==> config.mk <==
export PLATFORM = sky130hd
export DESIGN_NAME = positadd_arbiter
export DESIGN_NICKNAME = d
export VERILOG_FILES = /design/src/rtl/positadd_arb_pkg.sv /design/src/rtl/rr_arbiter.sv /design/src/rtl/positadd_arbiter.sv
export SDC_FILE = /design/constraint.sdc
export NUM_CORES = 1
export LEC_CHECK = 0
export CAP_MARGIN = 20
export CORE_AREA = 2 2 158 160
export DETAILED_ROUTE_END_ITERATION = 8
export DIE_AREA = 0 0 160 162
export GPL_ROUTABILITY_DRIVEN = 0
export GPL_TIMING_DRIVEN = 0
export PLACE_DENSITY = 0.68
export SYNTH_ARGS = -nofsm -noshare
export SYNTH_HDL_FRONTEND = slang
export SYNTH_HIERARCHICAL = 1
export SYNTH_SLANG_ARGS = --single-unit
==> constraint.sdc <==
create_clock -name clk -period 3.7 [get_ports clk]
set_clock_uncertainty 0.05 [all_clocks]
set_input_delay 0.37 -clock clk [delete_from_list [all_inputs] [get_ports clk]]
set_output_delay 0.37 -clock clk [all_outputs]
set_load 0.03 [all_outputs]
==> src/rtl/positadd_arb_pkg.sv <==
`default_nettype none
//==============================================================================
// Module   : positadd_arb_pkg
// Summary  : Shared constants and tag type for the posit-adder arbiter.
// Revision : 1.0 - initial release
//==============================================================================
package positadd_arb_pkg;

    localparam int POSIT_N     = 32;
    localparam int POSIT_ES    = 3;
    localparam int ADD_LATENCY = 4;

    // Sized for the largest supported requester count (8).
    localparam int TAG_IDX_W   = 3;

    typedef struct packed {
        logic                 valid;
        logic [TAG_IDX_W-1:0] idx;
    } tag_t;

endpackage
`default_nettype wire

==> src/rtl/rr_arbiter.sv <==
`default_nettype none
//==============================================================================
// Module   : rr_arbiter
// Summary  : Combinational round-robin pick of the first request at or after ptr.
// Revision : 1.0 - initial release
//==============================================================================
module rr_arbiter #(
    parameter int NUM_REQ = 4,
    parameter int IDX_W   = 2
) (
    input  logic [NUM_REQ-1:0] req,
    input  logic [IDX_W-1:0]   ptr,
    output logic [NUM_REQ-1:0] grant,
    output logic [IDX_W-1:0]   grant_idx,
    output logic               any
);

    logic [IDX_W-1:0] w_cand;

    always_comb begin
        grant     = '0;
        grant_idx = '0;
        any       = 1'b0;
        w_cand    = '0;
        for (int off = 0; off < NUM_REQ; off++) begin
            w_cand = IDX_W'((int'(ptr) + off) % NUM_REQ);
            if (!any && req[w_cand]) begin
                any           = 1'b1;
                grant[w_cand] = 1'b1;
                grant_idx     = w_cand;
            end
        end
    end

endmodule
`default_nettype wire

==> src/rtl/positadd_arbiter.sv <==
`default_nettype none
//==============================================================================
// Module   : positadd_arbiter
// Summary  : Shares one fixed-latency posit adder among NUM_REQ requesters.
// Revision : 1.0 - initial release
//==============================================================================
module positadd_arbiter
    import positadd_arb_pkg::*;
#(
    parameter int NUM_REQ = 4,
    parameter int N       = POSIT_N,
    parameter int LATENCY = ADD_LATENCY,
    parameter int IDX_W   = (NUM_REQ > 1) ? $clog2(NUM_REQ) : 1
) (
    input  logic                     clk,
    input  logic                     reset,
    input  logic [NUM_REQ-1:0]       req_valid,
    output logic [NUM_REQ-1:0]       req_ready,
    input  logic [NUM_REQ*N-1:0]     req_in1,
    input  logic [NUM_REQ*N-1:0]     req_in2,
    output logic [NUM_REQ-1:0]       rsp_valid,
    output logic [N-1:0]             rsp_result,
    output logic                     rsp_inf,
    output logic                     rsp_zero,
    output logic [N-1:0]             add_in1,
    output logic [N-1:0]             add_in2,
    output logic                     add_start,
    input  logic [N-1:0]             add_result,
    input  logic                     add_inf,
    input  logic                     add_zero,
    input  logic                     add_done,
    output logic [IDX_W+LATENCY-1:0] inflight,
    output logic                     tag_err
);

    localparam int DRAIN_W = $clog2(LATENCY + 1);
    localparam int INFL_W  = IDX_W + LATENCY;

    logic [IDX_W-1:0]   r_rr_ptr;
    logic [NUM_REQ-1:0] w_grant;
    logic [IDX_W-1:0]   w_gidx;
    logic               w_any;
    logic               w_hs;
    logic [DRAIN_W-1:0] r_drain;
    logic               w_drain_done;

    logic               r_add_start;
    logic [IDX_W-1:0]   r_issue_idx;
    logic [N-1:0]       r_add_in1;
    logic [N-1:0]       r_add_in2;

    tag_t               r_tag [LATENCY];
    tag_t               w_last;
    logic [IDX_W-1:0]   w_last_idx;
    logic               w_match;

    logic [NUM_REQ-1:0] r_rsp_valid;
    logic [N-1:0]       r_rsp_result;
    logic               r_rsp_inf;
    logic               r_rsp_zero;
    logic [INFL_W-1:0]  r_inflight;
    logic               r_tag_err;

    rr_arbiter #(
        .NUM_REQ (NUM_REQ),
        .IDX_W   (IDX_W)
    ) u_rr_arbiter (
        .req       (req_valid),
        .ptr       (r_rr_ptr),
        .grant     (w_grant),
        .grant_idx (w_gidx),
        .any       (w_any)
    );

    assign w_drain_done = (r_drain == '0);
    assign req_ready    = (!reset && w_drain_done) ? w_grant : '0;
    assign w_hs         = w_any && !reset && w_drain_done;

    // Issue stage: capture the granted operands and advance the priority pointer.
    always_ff @(posedge clk) begin
        if (reset) begin
            r_drain     <= DRAIN_W'(LATENCY);
            r_rr_ptr    <= '0;
            r_add_start <= 1'b0;
            r_issue_idx <= '0;
            r_add_in1   <= '0;
            r_add_in2   <= '0;
        end else begin
            if (!w_drain_done) begin
                r_drain <= r_drain - DRAIN_W'(1);
            end
            r_add_start <= w_hs;
            if (w_hs) begin
                r_issue_idx <= w_gidx;
                r_add_in1   <= req_in1[w_gidx*N +: N];
                r_add_in2   <= req_in2[w_gidx*N +: N];
                r_rr_ptr    <= (w_gidx == IDX_W'(NUM_REQ - 1)) ? '0 : w_gidx + IDX_W'(1);
            end
        end
    end

    // Stage 0 samples the strobe being driven now, so the last stage lines up with add_done.
    always_ff @(posedge clk) begin
        if (reset) begin
            for (int k = 0; k < LATENCY; k++) begin
                r_tag[k] <= '0;
            end
        end else begin
            r_tag[0] <= tag_t'{valid: r_add_start, idx: TAG_IDX_W'(r_issue_idx)};
            for (int k = 1; k < LATENCY; k++) begin
                r_tag[k] <= r_tag[k-1];
            end
        end
    end

    assign w_last     = r_tag[LATENCY-1];
    assign w_last_idx = IDX_W'(w_last.idx);
    assign w_match    = add_done && w_last.valid && w_drain_done;

    always_ff @(posedge clk) begin
        if (reset) begin
            r_rsp_valid  <= '0;
            r_rsp_result <= '0;
            r_rsp_inf    <= 1'b0;
            r_rsp_zero   <= 1'b0;
            r_inflight   <= '0;
            r_tag_err    <= 1'b0;
        end else begin
            r_rsp_valid <= '0;
            if (w_match) begin
                r_rsp_valid  <= NUM_REQ'(1) << w_last_idx;
                r_rsp_result <= add_result;
                r_rsp_inf    <= add_inf;
                r_rsp_zero   <= add_zero;
            end
            if (r_add_start && !w_match) begin
                r_inflight <= r_inflight + INFL_W'(1);
            end else if (!r_add_start && w_match) begin
                r_inflight <= r_inflight - INFL_W'(1);
            end
            if (w_drain_done && (add_done != w_last.valid)) begin
                r_tag_err <= 1'b1;
            end
        end
    end

    assign add_start  = r_add_start;
    assign add_in1    = r_add_in1;
    assign add_in2    = r_add_in2;
    assign rsp_valid  = r_rsp_valid;
    assign rsp_result = r_rsp_result;
    assign rsp_inf    = r_rsp_inf;
    assign rsp_zero   = r_rsp_zero;
    assign inflight   = r_inflight;
    assign tag_err    = r_tag_err;

endmodule
`default_nettype wire

Word-level counts from Yosys, hierarchy flattened
Memory sizes are Yosys's and may differ from the RTL's.
Index checks and enable logic that the tools add are counted.
{"block": "classes", "n_lt_le_gt_ge": 8, "n_mux": 39, "bitwise": 8, "reduce_logical": 24, "n_addsub": 7, "n_shift": 3, "eq_ne": 2}
{"operator": "$shiftx A128 B8 Y32", "count": 2}
{"operator": "$mux W4", "count": 9}
{"operator": "$logic_and A1 B1 Y1", "count": 15}
{"operator": "$mux W1", "count": 15}
{"operator": "$lt A2 B3 Y1 const B", "count": 4}
{"operator": "$mux W6", "count": 2}
{"operator": "$or A4 B4 Y4", "count": 3}
{"operator": "$mux W2", "count": 5}
{"operator": "$bmux W1 S2", "count": 4}
{"operator": "$demux W1 S2", "count": 4}
{"operator": "$ge A2 B1 Y1 const B", "count": 4}
{"operator": "$add A6 B1 Y6 const B", "count": 1}
{"operator": "$logic_not A1 Y1", "count": 6}
{"operator": "$sub A6 B1 Y6 const B", "count": 1}
{"operator": "$add A2 B1 Y2 const B", "count": 2}
{"operator": "$add A2 B2 Y2 const B", "count": 2}
{"operator": "$or A1 B1 Y1", "count": 4}
{"operator": "$shl A1 B2 Y4 const A", "count": 1}
{"operator": "$logic_not A3 Y1", "count": 1}
{"operator": "$sub A3 B1 Y3 const B", "count": 1}
{"operator": "$eq A2 B2 Y1 const B", "count": 1}
{"operator": "$reduce_bool A2 Y1", "count": 1}
{"operator": "$reduce_or A2 Y1", "count": 1}
{"operator": "$ne A1 B1 Y1", "count": 1}
{"operator": "$not A1 Y1", "count": 1}
{"block": "totals", "regBits": 117, "output_inout_bits": 114, "inputBits": 297, "mem_bits_rw": 16, "n_memories": 1, "elab_cells": 104}
{"name": "r_tag", "depth": 4, "width": 4, "rd": 4, "rd_ports_with_merged_regs": 0, "write_ports": 4, "line": "positadd_arbiter.sv:52", "text": "tag_t r_tag [LATENCY];"}

Longest topological paths before layout
Gate-level depths: netlist (run 1).
{"block": "logic_depth", "depth_word": 14, "depth_mapped": 14, "depth_no_buf": 12}

By module
The synthesis (run 1) kept the hierarchy.
{"module": "positadd_arbiter", "cells_each": 632, "area_each_um2": 6322.3, "instances": 1, "seq_area_each_um2": 2582.5}
{"module": "rr_arbiter", "cells_each": 45, "area_each_um2": 421.7, "instances": 1, "seq_area_each_um2": 0.0}

Worst setup path after synthesis (run 1)
OpenSTA, ideal clock, no wires.
{"block": "synth_timing", "kind": "register -> register", "start": "register r_rr_ptr[0]", "end": "register r_add_in1[15] (netlist: add_in1[15])", "arrival_ns": 2.909, "stages_incl_launch_ff": 14, "slack_ns": 0.628, "n_path_buf": 4, "required_ns": 3.537, "synth_period_minus_slack_ns": 3.072, "setup_ns": 0.113, "cell_sequence": "dfxtp_1 -> buf_6 -> inv_1 -> ha_1 -> mux4_2 -> buf_6 -> and2b_2 -> o21ai_0 -> o31ai_1 -> buf_4 -> buf_4 -> mux4_2 -> nand2_1 -> nand2_1"}
{"block": "synth_between", "elab_cells_between_ends": 28, "classes_between": "add/sub (3); shift (1); mux (16); reduce/logical (8)"}
{"item": "from (decl)", "line": "positadd_arbiter.sv:39", "text": "logic [IDX_W-1:0] r_rr_ptr;"}
{"item": "from (signal assigned)", "line": "positadd_arbiter.sv:97", "text": "r_rr_ptr <= (w_gidx == IDX_W'(NUM_REQ - 1)) ? '0 : w_gidx + IDX_W'(1);"}
{"item": "branches (longest 11 deep; another with $add A2 B1 Y2)"}
{"item": "$mux W2 (*)", "line": "rr_arbiter.sv:27", "text": "if (!any && req[w_cand]) begin"}
{"item": "net w_gidx[0]", "line": "positadd_arbiter.sv:41", "text": "logic [IDX_W-1:0] w_gidx;"}
{"item": "$shiftx A128 B8 Y32 (*)", "line": "positadd_arbiter.sv:95", "text": "r_add_in1 <= req_in1[w_gidx*N +: N];"}
{"item": "to (signal assigned)", "line": "positadd_arbiter.sv:95"}
{"item": "to (decl)", "line": "positadd_arbiter.sv:49", "text": "logic [N-1:0] r_add_in1;"}
Mark *: on every way through the listed nets, which the timed path passes. The select of a mux whose other input is x is not followed.
A chain may end at the register's enable or synchronous reset.

Final worst setup path (run 1)
{"block": "layout_timing", "start": "register r_rr_ptr[0]", "end": "output req_ready[3]"}
{"block": "layout_between", "elab_chain_len": 13, "elab_cells_between_ends": 48, "classes_between": "add/sub (3); order compare (8); mux (24); bitwise (3); reduce/logical (10)"}
{"item": "branches (longest 11 deep; another with $lt A2 B3 Y1)"}
{"item": "$mux W4 (*)", "line": "rr_arbiter.sv:27"}
{"item": "net w_grant[3]", "line": "positadd_arbiter.sv:40", "text": "logic [NUM_REQ-1:0] w_grant;"}
{"item": "$mux W4 (*)", "line": "positadd_arbiter.sv:76", "text": "assign req_ready = (!reset && w_drain_done) ? w_grant : '0;"}
{"item": "to (decl)", "line": "positadd_arbiter.sv:18", "text": "output logic [NUM_REQ-1:0] req_ready,"}
Marked as above.

==> results of run 1 <==
-- where the power goes --
group,internal (mW),switching (mW)
Sequential,1.64,0.156
Clock,0.947,0.697
Combinational,1.67,1.68
Total,4.26,2.54
-- worst reg2reg max path, cell delays in order, from the launching register on --
cell	delay, ns
dfxtp_1	0.43
buf_6	0.20
inv_1	0.08
ha_1	0.36
mux4_2	0.33
buf_6	0.16
nor4b_4	0.40
nor2_1	0.10
a32o_1	0.27
buf_2	0.25
clkbuf_4	0.29
mux4_2	0.34
nand2_1	0.11
nand2_1	0.05
-- cells by family (layout without fill, tap and decap cells) --
group	count (synthesis)	in the layout	share of synthesized area, %
AND/OR/NAND/NOR	326	326	23.8
flip-flops	129	129	38.3
multiplexers	74	74	23.8
AO/OA/AOI/OAI	65	65	5.58
buffers and inverters	64	505	5.14
adder cells (fa/ha/maj)	15	15	2.89
XOR/XNOR	4	4	0.520
other	0	4	0
-- worst paths after layout --
path                        to   startpoint  slack (ns)
setup / recovery  req_ready[3]  r_rr_ptr[0]        0.11
hold / removal     r_tag[0][1]        reset        0.20
setup reg to reg   add_in2[16]  r_rr_ptr[0]        0.16
hold reg to reg    r_tag[3][1]  r_tag[2][1]        0.38
-- state kept, by name, indices dropped and copies added (netlist names), 3 cells and up --
signal	flops
r_tag	12
add_in2	32
add_in1	32
rsp_result	32
r_drain	3
rsp_valid	4
inflight	6
-- synth_stat cells, types with 2 or more instances --
library cell / instances
nor3_1: 3
nor4_1: 2
buf_6: 8
nand2b_1: 2
buf_4: 8
a21oi_1: 41
nor2b_1: 13
nand3b_1: 68
ha_1: 14
a22oi_1: 8
o211ai_1: 2
dfxtp_1: 129
o21ai_0: 6
mux2i_1: 3
xor2_1: 2
o31ai_1: 3
mux2_2: 2
inv_1: 9
clkbuf_1: 24
nand3_1: 2
inv_2: 2
or3_1: 2
mux4_2: 66
mux4_1: 2
buf_2: 13
and2_1: 5
nand2_1: 205
nor2_1: 16
xnor2_1: 2
-- placed cells by master (no fill, tap or decap), types with 3 or more instances in the layout --
master,n
buf_2,13
ha_1,14
clkbuf_16,17
mux2i_1,3
a22oi_1,8
nor2b_1,13
nand2_1,205
nand3b_1,68
nor3_1,3
buf_4,6
clkdlybuf4s50_1,405
mux4_2,66
clkbuf_1,21
diode_2,4
dfxtp_1,128
inv_1,9
nor2_1,16
clkinvlp_4,4
inv_6,6
clkbuf_2,3
and2_1,5
o21ai_0,6
buf_6,10
a21oi_1,41
-- repair_timing --
action	4_1_cts	5_1_grt
endpoints found under the hold margin	0	0
setup endpoints to repair	36	50
resized for setup	8	11
-- metal layers --
layer	track usage [%]	share of wire (%)	vias up	wire length, um
met5	0	0	-	0
li1	-	-	3259	-
met4	6.10	1.4	0	375
met3	6.44	8.2	21	2150
met1	22.1	38	3184	10000
met2	35.8	52	289	13600
-- cell type report --
type | instances | share of cell area (%)
timing repair buffer | 409 | 34.5
multi-input combinational | 484 | 32.3
sequential | 129 | 21.8
clock buffer | 18 | 3.62
tap | 324 | 3.42
buffer | 53 | 2.70
clock inverter | 14 | 1.21
inverter | 11 | 0.348
antenna | 4 | 0.0844
==> metrics.csv, run 1 <==
metric,value,unit
finalPower,6.79,mW
viasPerCell,4.67,
clk_pin_slew,0.06,ns
path_cells,buf_6 -> inv_1 -> ha_1 -> mux4_2 -> buf_6 -> nor4b_4 -> a22oi_1 -> o21ai_0 -> and2_1 -> dlygate4sd2_1,
dp_hpwl,20800,um
critPathKind,reg2out,
holdPathStages,2,
ys_seq_area_share,38.3,%
cp_slowest_cell,dfxtp_1,
antenna_found_initial,5,
relSlewSlack,57.1,%
worst_slack,0.113,ns
critPathRequiredTime,3.28,ns
ant_nets,0,
ctsRootBufferMaster,clkbuf_16,
initial_utilization,28.0,%
status,completed,
path_max_fanout,10,
drv_slew,0,
synthCells,677,
end_kind,output pin,
ys_ff_latch,129,
rr_worst_depth,13,
p_per_area,573,nW/um^2
overflow,0,
min_period,3.59,ns
drc,0,
fin_cells,1446,
cts_buffer_depth,2,
post_drt_wl_per_cell,18.0,um
crit_top_cell,buf_6,
worstMarginPinSlew,0.644,ns
yosys.area.top_type_share,38.3,%
finalSetupViolations,0,
fmax,279,MHz
crit_arrival,3.17,ns
rsz0062_at_grt,no,
dr.pass1.iters,5,
num_rows,57,
cts_setup_buffers,0,
place_ws,-0.321,ns
holdWs,0.196,ns
avgSynthCellArea,9.96,sq um
worst-path-buf-inv,4,
io_pins,411,
max_stage_delay,0.43,ns
dieArea,25900,sq um
multi_input_area,3830,sq um
core-area,24100,sq um
drive_gt1_share,12.6,%
track_usage,19.8,%
ir_drop,0.228,mV
via_count,6753,
yosys_warnings,6,
syn_nets,989,
synth_flop_cell,dfxtp_1,
synth_edf_count,0,
utilization,49.2,%
cap_violations,0,
yosys-top-cells-area,"dfxtp_1 38%, mux4_2 22%, nand2_1 11%",
syn_to_final_growth,75.8,%
place_area,11200,sq um
htree_levels,4,
routed_wl,26100,um
first_global_vias,6974,
cts_buffers,17,
syn_area,6740,sq um
layout.nets,1417,
crit_cells,10,
hold_viol,0,
period_share,96.9,%
startpoint_type,flop,
regArea,2580,sq um
die_width,160,um
dp_cells,1410,
holdBufCountCts,0,
hold_path_class,in2reg,
io_buffers,409,
n_fill_cell,2285,
grt_pass1_wl,39400,um
clock_sinks,129,
die_h,162,um
cts_tree,yes,
p_leak,4.46,nW
fin_setup_tns,0,ns
grt_max_degree,17,
async_flop_share,0,%
synth_top_area_cell,dfxtp_1,
finalInstanceArea,11900,sq um
detailedRoute.firstIterationViolations,306,
ys_types,44,
cp_top_family,buffers and inverters,
insertion_delay,0.41,ns
Note: power is estimated with default switching activity, not from simulation.
==> run 2, diff against run 1 <==
--- a/config.mk
+++ b/config.mk
@@ -7,11 +7,13 @@
 export LEC_CHECK = 0
 export CAP_MARGIN = 20
 export CORE_AREA = 2 2 158 160
+export CTS_CLUSTER_DIAMETER = 200
 export DETAILED_ROUTE_END_ITERATION = 8
 export DIE_AREA = 0 0 160 162
 export GPL_ROUTABILITY_DRIVEN = 0
 export GPL_TIMING_DRIVEN = 0
 export PLACE_DENSITY = 0.68
+export REMOVE_ABC_BUFFERS = 1
 export SYNTH_ARGS = -nofsm -noshare
 export SYNTH_HDL_FRONTEND = slang
 export SYNTH_HIERARCHICAL = 1
==> run 2 against run 1 <==
Against the previous run:
- wire length fell by 12%
- clock power barely moved
- core utilization fell by 0.19 points
- combinational power barely moved
- critical path depth fell by 3
- via count fell by 2.7%
- maximum frequency rose by 0.49%
==> metrics.csv, run 2 (synthesized netlist as in run 1, its figures left out) <==
metric,value,unit,change
status,completed,,unchanged
critPathRequiredTime,3.28,ns,about the same
detailedRoute.firstIterationViolations,319,,was 306
overflow,0,,unchanged
via_count,6574,,was 6753
p_leak,4.43,nW,was 4.46 nW
worst-path-buf-inv,2,,was 4
critPathKind,reg2out,,unchanged
cts_tree,yes,,unchanged
hold_path_class,reg2reg,,was in2reg
max_stage_delay,0.67,ns,was 0.43 ns
insertion_delay,0.41,ns,about the same
worstMarginPinSlew,0.623,ns,was 0.644 ns
path_max_fanout,13,,was 10
fin_setup_tns,0,ns,unchanged
hold_viol,0,,unchanged
syn_to_final_growth,75.1,%,was 75.8%
path_cells,buf_4 -> mux4_2 -> nor4b_4 -> a22oi_1 -> o21ai_0 -> and2_1 -> clkdlybuf4s50_1,,was buf_6 -> inv_1 -> ha_1 -> mux4_2 -> buf_6 -> nor4b_4 -> a22oi_1 -> o21ai_0 -> and2_1 -> dlygate4sd2_1
cts_buffers,17,,unchanged
io_buffers,410,,was 409
post_drt_wl_per_cell,16.4,um,was 18.0 um
ant_nets,0,,unchanged
track_usage,17.4,%,was 19.8%
holdPathStages,1,,was 2
cap_violations,0,,unchanged
rr_worst_depth,13,,unchanged
relSlewSlack,58.5,%,was 57.1%
cp_top_family,buffers and inverters,,unchanged
clock_sinks,129,,unchanged
finalSetupViolations,0,,unchanged
final_cell_mix,"406 x clkdlybuf4s50_1, 205 x nand2_1, 127 x dfxtp_1, 68 x nand3b_1, 66 x mux4_2",,"was 405 x clkdlybuf4s50_1, 205 x nand2_1, 128 x dfxtp_1, 68 x nand3b_1, 66 x mux4_2"
cts_buffer_depth,2,,unchanged
end_kind,output pin,,unchanged
crit_arrival,3.15,ns,was 3.17 ns
htree_levels,4,,unchanged
viasPerCell,4.69,,was 4.67
dp_hpwl,17700,um,was 20800 um
drv_slew,0,,unchanged
core-area,24100,sq um,unchanged
initial_utilization,28.0,%,unchanged
rsz0062_at_grt,no,,unchanged
io_pins,411,,unchanged
n_fill_cell,2293,,was 2285
ctsRootBufferMaster,clkbuf_16,,unchanged
layout.nets,1378,,was 1417
antenna_found_initial,0,,was 5
drive_gt1_share,11.6,%,was 12.6%
routed_wl,23100,um,was 26100 um
place_area,11200,sq um,about the same
drc,0,,unchanged
crit_cells,7,,was 10
period_share,96.5,%,was 96.9%
fmax,280,MHz,was 279 MHz
grt_max_degree,71,,was 17
final_common_cell,clkdlybuf4s50_1,,unchanged
cp_slowest_cell,mux4_2,,was dfxtp_1
num_rows,57,,unchanged
dr.pass1.iters,4,,was 5
die_h,162,um,unchanged
diodes,0,,was 4
ir_drop,0.383,mV,was 0.228 mV
min_period,3.57,ns,was 3.59 ns
clk_pin_slew,0.06,ns,about the same
p_per_area,574,nW/um^2,was 573 nW/um^2
grt_pass1_wl,35400,um,was 39400 um
startpoint_type,flop,,unchanged
utilization,49.0,%,was 49.2%
die_width,160,um,unchanged
first_global_vias,6637,,was 6974
dieArea,25900,sq um,unchanged
finalInstanceArea,11800,sq um,was 11900 sq um
-- run 2: layout make-up --
cell class,instances,area (sq um),share of cell area [%]
tap,324,405,3.43
sequential,129,2590,21.9
inverter,11,43.8,0.371
timing repair buffer,423,4330,36.7
multi-input combinational,484,3860,32.7
clock inverter,14,154,1.30
clock buffer,18,429,3.63
-- run 2: path summary, 6_finish.rpt --
kind	endpoint	from	slack [ns]
worst max-delay path	req_ready[3]	r_rr_ptr[0]	0.13
worst min-delay path	r_tag[3][1]	r_tag[2][1]	0.38
worst max register to register	add_in1[6]	r_rr_ptr[1]	0.22
worst min register to register	r_tag[3][1]	r_tag[2][1]	0.38
-- run 2: worst reg2reg max path: cells and delay by family, from the launching register on --
family | cells | cell delay (ns)
mux | 2 | 0.96
compound gates | 2 | 0.28
buf+inv | 5 | 0.87
fa+ha+maj | 1 | 0.36
flops | 1 | 0.40
simple gates | 3 | 0.42
-- run 2: report_power, final --
| part | leakage (nW) | internal (mW) | total, mW | switching, mW |
|---|---|---|---|---|
| combinational | 3.10 | 1.72 | 3.32 | 1.61 |
| sequential | 1.05 | 1.64 | 1.79 | 0.149 |
| clock | 0.283 | 1.00 | 1.66 | 0.660 |
| total | 4.43 | 4.36 | 6.77 | 2.42 |
-- run 2: metrics by stage --
step	hold WS (ns)	setup slack, ns	instances	power [mW]
2_1_floorplan	0.363	-7.32	624	3.97
3_3_place_gp	0.367	-11.34	1358	5.16
3_5_place_dp	0.372	-0.419	1368	5.15
4_1_cts	0.385	0.00415	1400	6.87
5_1_grt	0.400	0.0225	1403	7.18
6_report	0.383	0.130	1403	6.77
-- run 2: metal layers --
layer  share of wire (%)  track usage (%)
met1                  38             19.6
met2                  51             30.6
met4                 1.7             5.00
met5                   0                0
met3                 9.4             6.97
-- run 2: timing repair --
item | CTS | global route
endpoints found under the setup margin | 72 | 16
buffers inserted | 0 | 3
endpoints found under the hold margin | 0 | 0
resized for setup | 7 | 6
hold buffers | 0 | 0
